--- src/rtl/axis_sample_player.sv ---
// Reassembles 8-bit AXI-Stream bytes into 64-bit {ch4,ch3,ch2,ch1} samples, buffers them
// in a small FIFO and releases one sample every rate_div clocks to the DAC driver.
//
// state  | meaning
// S_IDLE | waiting for play_start; stream not accepted
// S_PLAY | accepting bytes, pacing samples out until play_len popped or aborted
module axis_sample_player #(
  parameter int BUF_DEPTH = 4,
  parameter int UCNT_W    = 16
) (
  input  logic              dac_clk,
  input  logic              dac_rst,
  input  logic [31:0]       play_len,
  input  logic              play_start,
  input  logic              play_abort,
  input  logic [15:0]       rate_div,
  output logic              busy,
  output logic              done,
  output logic              frame_err,
  output logic [UCNT_W-1:0] underrun_cnt,
  input  logic [7:0]        S_AXIS_tdata,
  input  logic              S_AXIS_tkeep,
  input  logic              S_AXIS_tlast,
  input  logic              S_AXIS_tvalid,
  output logic              S_AXIS_tready,
  output logic              sample_valid,
  output logic [63:0]       sample_data
);

  localparam int PW = (BUF_DEPTH > 1) ? $clog2(BUF_DEPTH) : 1;
  localparam int CW = PW + 1;

  typedef enum logic [0:0] {S_IDLE, S_PLAY} state_t;

  state_t              state_q, state_d;
  logic [31:0]         len_q, len_d;
  logic [15:0]         rdiv_q, rdiv_d;
  logic [15:0]         rate_cnt_q, rate_cnt_d;
  logic [31:0]         in_cnt_q, in_cnt_d;
  logic [31:0]         out_cnt_q, out_cnt_d;
  logic [2:0]          byte_cnt_q, byte_cnt_d;
  logic [6:0][7:0]     bytes_q, bytes_d;
  logic [63:0]         mem_q [BUF_DEPTH];
  logic [63:0]         mem_d [BUF_DEPTH];
  logic [PW-1:0]       wr_ptr_q, wr_ptr_d;
  logic [PW-1:0]       rd_ptr_q, rd_ptr_d;
  logic [CW-1:0]       count_q, count_d;
  logic                frame_err_q, frame_err_d;
  logic [UCNT_W-1:0]   ucnt_q, ucnt_d;
  logic                done_q, done_d;
  logic                last_pop_q, last_pop_d;
  logic                sample_valid_q, sample_valid_d;
  logic [63:0]         sample_data_q, sample_data_d;

  logic        fifo_full, tready, hs, tick, push, pop, exp_last;
  logic [15:0] rdiv_eff;
  logic        unused_tkeep;

  assign unused_tkeep = S_AXIS_tkeep;
  assign rdiv_eff  = (rate_div == 16'd0) ? 16'd1 : rate_div;
  assign fifo_full = (count_q == CW'(BUF_DEPTH));
  assign tready    = (state_q == S_PLAY) && !fifo_full && (in_cnt_q != len_q);
  assign hs        = S_AXIS_tvalid && tready;
  assign tick      = (state_q == S_PLAY) && (rate_cnt_q == 16'd0);
  assign exp_last  = (byte_cnt_q == 3'd7) && (in_cnt_q == len_q - 32'd1);

  always_comb begin
    state_d        = state_q;
    len_d          = len_q;
    rdiv_d         = rdiv_q;
    rate_cnt_d     = rate_cnt_q;
    in_cnt_d       = in_cnt_q;
    out_cnt_d      = out_cnt_q;
    byte_cnt_d     = byte_cnt_q;
    bytes_d        = bytes_q;
    mem_d          = mem_q;
    wr_ptr_d       = wr_ptr_q;
    rd_ptr_d       = rd_ptr_q;
    count_d        = count_q;
    frame_err_d    = frame_err_q;
    ucnt_d         = ucnt_q;
    done_d         = last_pop_q;
    last_pop_d     = 1'b0;
    sample_valid_d = 1'b0;
    sample_data_d  = sample_data_q;
    push           = 1'b0;
    pop            = 1'b0;

    unique case (state_q)
      S_IDLE: begin
        if (play_start) begin
          if (play_len != 32'd0) begin
            state_d     = S_PLAY;
            len_d       = play_len;
            rdiv_d      = rdiv_eff;
            rate_cnt_d  = rdiv_eff - 16'd1;
            in_cnt_d    = 32'd0;
            out_cnt_d   = 32'd0;
            byte_cnt_d  = 3'd0;
            frame_err_d = 1'b0;
            ucnt_d      = '0;
          end else begin
            done_d = 1'b1;
          end
        end
      end
      S_PLAY: begin
        if (play_abort) begin
          state_d    = S_IDLE;
          wr_ptr_d   = '0;
          rd_ptr_d   = '0;
          count_d    = '0;
          byte_cnt_d = 3'd0;
        end else begin
          if (hs) begin
            byte_cnt_d = byte_cnt_q + 3'd1;
            if (S_AXIS_tlast != exp_last) frame_err_d = 1'b1;
            if (byte_cnt_q != 3'd7) begin
              bytes_d[byte_cnt_q] = S_AXIS_tdata;
            end else begin
              push            = 1'b1;
              mem_d[wr_ptr_q] = {S_AXIS_tdata, bytes_q};
              wr_ptr_d        = wr_ptr_q + PW'(1);
              in_cnt_d        = in_cnt_q + 32'd1;
            end
          end
          // Only words present before this edge can pop; a same-edge push waits a tick.
          if (tick) begin
            rate_cnt_d = rdiv_q - 16'd1;
            if (count_q != '0) begin
              pop            = 1'b1;
              sample_valid_d = 1'b1;
              sample_data_d  = mem_q[rd_ptr_q];
              rd_ptr_d       = rd_ptr_q + PW'(1);
              out_cnt_d      = out_cnt_q + 32'd1;
              if (out_cnt_q == len_q - 32'd1) begin
                state_d    = S_IDLE;
                last_pop_d = 1'b1;
              end
            end else if (ucnt_q != {UCNT_W{1'b1}}) begin
              ucnt_d = ucnt_q + UCNT_W'(1);
            end
          end else begin
            rate_cnt_d = rate_cnt_q - 16'd1;
          end
          if (push && !pop)      count_d = count_q + CW'(1);
          else if (pop && !push) count_d = count_q - CW'(1);
        end
      end
      default: state_d = S_IDLE;
    endcase
  end

  always_ff @(posedge dac_clk) begin
    if (dac_rst) begin
      state_q        <= S_IDLE;
      len_q          <= '0;
      rdiv_q         <= '0;
      rate_cnt_q     <= '0;
      in_cnt_q       <= '0;
      out_cnt_q      <= '0;
      byte_cnt_q     <= '0;
      bytes_q        <= '0;
      for (int i = 0; i < BUF_DEPTH; i++) mem_q[i] <= '0;
      wr_ptr_q       <= '0;
      rd_ptr_q       <= '0;
      count_q        <= '0;
      frame_err_q    <= 1'b0;
      ucnt_q         <= '0;
      done_q         <= 1'b0;
      last_pop_q     <= 1'b0;
      sample_valid_q <= 1'b0;
      sample_data_q  <= '0;
    end else begin
      state_q        <= state_d;
      len_q          <= len_d;
      rdiv_q         <= rdiv_d;
      rate_cnt_q     <= rate_cnt_d;
      in_cnt_q       <= in_cnt_d;
      out_cnt_q      <= out_cnt_d;
      byte_cnt_q     <= byte_cnt_d;
      bytes_q        <= bytes_d;
      mem_q          <= mem_d;
      wr_ptr_q       <= wr_ptr_d;
      rd_ptr_q       <= rd_ptr_d;
      count_q        <= count_d;
      frame_err_q    <= frame_err_d;
      ucnt_q         <= ucnt_d;
      done_q         <= done_d;
      last_pop_q     <= last_pop_d;
      sample_valid_q <= sample_valid_d;
      sample_data_q  <= sample_data_d;
    end
  end

  assign busy          = (state_q == S_PLAY);
  assign done          = done_q;
  assign frame_err     = frame_err_q;
  assign underrun_cnt  = ucnt_q;
  assign S_AXIS_tready = tready;
  assign sample_valid  = sample_valid_q;
  assign sample_data   = sample_data_q;

endmodule

--- config.mk ---
export PLATFORM = sky130hd
export DESIGN_NAME = axis_sample_player
export DESIGN_NICKNAME = d
export VERILOG_FILES = /design/src/rtl/axis_sample_player.sv
export SDC_FILE = /design/constraint.sdc
export NUM_CORES = 1
export LEC_CHECK = 0
export ABC_AREA = 1
export CAP_MARGIN = 20
export CORE_MARGIN = 5
export CORE_UTILIZATION = 65
export CTS_CLUSTER_SIZE = 25
export DETAILED_ROUTE_END_ITERATION = 10
export DONT_BUFFER_PORTS = 1
export PLACE_DENSITY = 0.78
export SLEW_MARGIN = 20
export SYNTH_ARGS = -nofsm -noshare
export SYNTH_HDL_FRONTEND = slang
export SYNTH_SLANG_ARGS = --single-unit
--- constraint.sdc ---
create_clock -name dac_clk -period 6 [get_ports dac_clk]
set_clock_uncertainty 0.15 [all_clocks]
set_input_delay 1.2 -clock dac_clk [delete_from_list [all_inputs] [get_ports dac_clk]]
set_output_delay 1.2 -clock dac_clk [all_outputs]
set_load 0.05 [all_outputs]
Yosys cells after proc, flatten, opt, wreduce, memory -nomap -nowiden --
Cells that the tools add are included.
Operators by class: bitwise operators 7, add/subtract/negate cells 12, muxes and demuxes 71, magnitude comparators 5, equality and inequality tests 20, reduce and logical (&&, ||, !) cells 35
Operator list (number):
- 256-bit bitwise mux | 1
- 32-bit two-way mux | 8
- 64-bit two-way mux | 3
- 16-bit two-way mux | 11
- 64-bit binary-select mux with 2-bit select | 1
- 64-bit demux with 2-bit select | 1
- 32-bit case mux with 2 select lines | 2
- 32-bit by 1-bit adder with 32-bit output (second input constant) | 2
- 32-bit == test | 2
- 16-bit case mux with 2 select lines | 2
- 56-bit bitwise mux | 1
- 16-bit by 1-bit subtractor with 16-bit output (second input constant) | 3
- 16-bit zero test | 2
- 32-bit inequality test | 1
- 32-bit nonzero test | 1
- 32-bit by 1-bit subtractor with 32-bit output (second input constant) | 1
- 8-bit demux with 3-bit select | 1
- 1-bit two-way mux | 23
- 3-bit two-way mux | 7
- 16-bit by 1-bit adder with 16-bit output (second input constant) | 1
- 16-bit inequality test (second input constant) | 1
- 3-bit AND reduction | 5
- 5-bit AND reduction | 3
- 2-bit two-way mux | 6
- other kinds (27) | 61
Word-level totals: input port bits 63, flip-flop bits (word level) 535, word-level logic and storage cells 177, output and inout port bits 85

Logic depth before layout (Yosys ltp) --
depth after elaboration 13, gate-level depth with buffers 17, depth with buffers taken out 17

Worst setup path before layout --
No wires, ideal clock.
path kind reg-to-output, start point register state_q, in the netlist busy, end point output port S_AXIS_tready, arrival 1.783 ns, path slack 2.867 ns, required time 4.650 ns, path buffers 1, stages on the path, launching flop included 5, cell sequence dfxtp_1 buf_2 inv_2 a31oi_1 a21boi_2
On the way: longest elaborated chain between the ends 2
RTL lines:
- start: declaration | line 35 | state_t state_q, state_d;
- start signal: assignment | line 175 | state_q <= state_d;
- 1-bit logical AND (2 in a row) | line 62 | assign tready = (state_q == S_PLAY) && !fifo_full && (in_cnt_q != len_q);
- end: declaration | line 25 | output logic S_AXIS_tready,
Every way passes these cells.

Worst setup path after layout --
start point input port play_len[2], end point register out_cnt_q[3]
On the way: longest elaborated chain between the ends 3
RTL lines:
- start: declaration | line 13 | input logic [31:0] play_len,
- 32-bit nonzero test | line 92 | if (play_len != 32'd0) begin
- 2-bit inequality test (no line)
- 5-bit AND reduction (no line)
- end signal: assignment | line 180 | out_cnt_q <= out_cnt_d;
- end: declaration | line 40 | logic [31:0] out_cnt_q, out_cnt_d;
Every way passes these cells. A chain may end at the register's enable or synchronous reset.

==> impl_metrics.json <==
{
  "outcome": "finished clean",
  "comb_power_share_pct": 8.5,
  "cts_hold_buf": 0,
  "hp-class": "register to register",
  "min_path_cells": 2,
  "regArea_mm2": 0.01072,
  "final_cell_mix": "nor2_1, nand2_1, dfxtp_1, o21ai_0, inv_1",
  "peakVddDrop_mv": 0.2477,
  "cts_setup_buffers": 0,
  "grt_max_degree": 205,
  "initial_utilization_pct": 65.85,
  "ioPinCount": 148,
  "clkTransAtPathRegs_ns": 0.07,
  "cts_sinks": 535,
  "hold_violations": 0,
  "synthArstFlopShare_pct": 0,
  "fillers": 3249,
  "p_per_area_mw_per_mm2": 283.3,
  "max_freq_ghz": 0.2185,
  "setup_viol": 0,
  "synth_area_leaders": "dfxtp_1, nor2_1, o21ai_0",
  "p_sw_uw": 1919,
  "gp_congestion": 0.9838,
  "syn_avg_cell_area_um2": 6.954,
  "fin_tns_setup_ns": 0,
  "ys_ff_latch": 535,
  "drive_gt1_share_pct": 4.406,
  "synthToLayoutAreaGrowth_pct": 6.588,
  "min-delay-start": "mem_q[163]$_SDFFE_PP0P_",
  "dieArea_mm2": 0.04331,
  "grt_pass1_wl_mm": 118.3,
  "worst_path_largest_cell_delay_ns": 0.87,
  "yosysWarnings": 0,
  "grt_pass1_vias": 22420,
  "route.vias.total": 24270,
  "synthFlopType": "dfxtp_1",
  "avgRoutedWirePerCell_um": 18.17,
  "synth.cell_area_mm2": 0.02551,
  "required_ns": 6.38,
  "drcViolationCount": 0,
  "dp_hpwl_mm": 48.82,
  "die_w_um": 208.1,
  "cp-end-kind": "register",
  "rows": 72,
  "final_cell_area_mm2": 0.02719,
  "clock_path_buffers": 3,
  "slew_headroom_pct": 29.31,
  "post_dp_cell_area_mm2": 0.02542,
  "syn-num-nets": 3743,
  "die_h_um": 208.1,
  "min_period_ns": 4.578,
  "numPortBuffers": 0,
  "layout_commonest_cell": "nor2_1",
  "r2r.worst_path.cells": 12,
  "yosysUniqueCellTypes": 50,
  "tightest_slew_ns": 1.051,
  "crit_arrival_ns": 4.96,
  "ant_nets": 0,
  "path_cells": "nor4_1 > nand4_1 > nor2_1 > nor2_2 > buf_4 > inv_2 > nand2_1 > buf_4 > nand2_2 > inv_2 > nand2_1 > o21ai_0 > a21oi_1",
  "synth-edff-count": 0,
  "sequentialPowerShare_pct": 47.5,
  "critPathKind": "primary input to register",
  "final_max_slew_viol_count": 0,
  "power.share.clock_pct": 44.1,
  "timing.rr.start": "len_q[18]$_SDFFE_PP0P_",
  "fin_crit_sh_pct": 76.29,
  "synth_top_cell_by_area": "dfxtp_1",
  "ctsResizeCount": 0,
  "p_sw_share_pct": 24.91,
  "wirelength_mm": 74.14,
  "ys_seq_area_share_pct": 41.99,
  "rsz0062_at_grt": "no",
  "root_buffer": "clkbuf_16",
  "r2r_end": "mem_q[27]$_SDFFE_PP0P_",
  "cts_tree": "done",
  "crit_fanout": 44,
  "yosysTopAreaCellShare_pct": 41.99,
  "core_mm2": 0.03874,
  "vias_per_cell": 5.947,
  "antenna_cells": 0,
  "worst_path_max_delay_cell": "nor4_1",
  "cts-buffers-inserted": 53,
  "grt_use_total_pct": 32.79,
  "htree_levels": 2,
  "clk_latency_ns": 0.61,
  "p_leak_uw": 0.009882,
  "holdPathEnd": "mem_q[163]$_SDFFE_PP0P_",
  "overflow": 0,
  "startpoint_type": "primary input",
  "r2r_slack_ns": 2.22,
  "multiInputGateArea_mm2": 0.01267,
  "dp_slack_ns": 0.8776,
  "synthCells": 3668,
  "layout.nets": 3598,
  "antenna_found_initial": 0,
  "drtIter0Drc": 2265,
  "dr.pass1.iters": 8,
  "fin_ws_ns": 1.422,
  "maxCapViolations": 0,
  "p_int_uw": 5784
}
==> flip-flops by register name (all words and copies together) (netlist names) <==
register / cells
count_q: 3
underrun_cnt: 16
bytes_q: 56
wr_ptr_q: 2
mem_q: 256
busy: 1
len_q: 32
rdiv_q: 16
in_cnt_q: 32
frame_err: 1
rate_cnt_q: 16
out_cnt_q: 32
sample_data: 64
last_pop_q: 1
done: 1
rd_ptr_q: 2
byte_cnt_q: 3
sample_valid: 1
==> metal layers <==
layer	track usage, %	vias up	wire (um)	share of wire, %
li1	-	11810	-	-
met1	42.09	11290	30000	40
met2	54.85	992	35210	47
met3	6.703	178	6272	8.5
met4	12.32	0	2652	3.6
met5	0	-	0	0
==> how the worst max path moves through the flow <==
| stage | start | to | slack, ns | cells past startpoint |
|---|---|---|---|---|
| finish | play_len[2] | out_cnt_q[3]$_SDFFE_PP0P_ | 1.42 | 13 |
| global route | play_len[2] | out_cnt_q[3]$_SDFFE_PP0P_ | 1.24 | 13 |
| CTS | play_len[2] | out_cnt_q[3]$_SDFFE_PP0P_ | 1.50 | 13 |
| detailed placement | play_len[2] | out_cnt_q[3]$_SDFFE_PP0P_ | 0.88 | 13 |
| global placement | play_len[2] | out_cnt_q[29]$_SDFFE_PP0P_ | 0.99 | 14 |
| floorplan | busy$_SDFF_PP0_ | S_AXIS_tready | 2.87 | 4 |
==> power groups by stage <==
stage                     combinational [uW]  clock, uW  sequential (uW)
final                                    652       3390             3660
after global routing                     730       3580             3660
after CTS                                641       3420             3650
after detailed placement                 636          0             3730
after global placement                   623          0             3730
after floorplan                          513          0             3710
==> per-stage QoR <==
stage	cells	util [%]	power (uW)	hold slack (ns)
finish	4081	70.19	7703	0.3025
global placement	3986	65.62	4354	0.2873
detailed placement	3986	65.62	4368	0.2923
floorplan	3668	-	4220	0.2630
global route	4081	70.19	7971	0.3169
CTS	4081	70.19	7719	0.3027
==> Yosys cell counts (2+ instances only) <==
cell type	count
nor3_2	4
xnor2_1	62
nor3_1	40
o32ai_1	2
a21oi_1	297
nor2_1	662
o22ai_1	2
nor4_1	24
nand3_1	105
nand2_2	5
ha_1	11
nand2_1	538
nand3b_1	8
nand4_1	43
buf_4	10
o21ai_1	108
a31oi_1	70
o21ai_0	416
inv_2	14
dfxtp_1	535
o21bai_1	9
buf_2	75
buf_1	9
o211ai_1	65
nor2_4	3
a211oi_1	5
inv_1	304
nor2_2	13
clkbuf_1	126
and3_1	2
xor2_1	65
o31ai_1	14
or2_2	5
==> logic make-up (layout without fill, tap and decap cells) <==
group	count (synthesis)	after routing	share of synthesized area, %
DFF	535	535	41.99
xor gates and xnor gates	128	128	4.449
and+or+nand+nor	1459	1459	23.57
adders and majority gates	12	12	0.6180
buffers and inverters	539	434	8.446
AOI/OAI and AO/OA	995	995	20.93
==> cell type report <==
cell class | count | share of cell area (%)
clock inverter | 16 | 0.8283
clock buffer | 79 | 5.683
timing repair buffer | 20 | 0.6443
multi-input combinational | 2594 | 46.60
tap | 518 | 2.384
sequential | 535 | 39.42
inverter | 319 | 4.436
==> worst max-delay path, delay by kind of cell <==
kind,cells,cell delay [ns]
buffers and inverters,4,0.98
AND/OR/NAND/NOR,7,2.49
AO/OA/AOI/OAI,2,0.28
No activity file was read; power rests on OpenSTA's default activity.
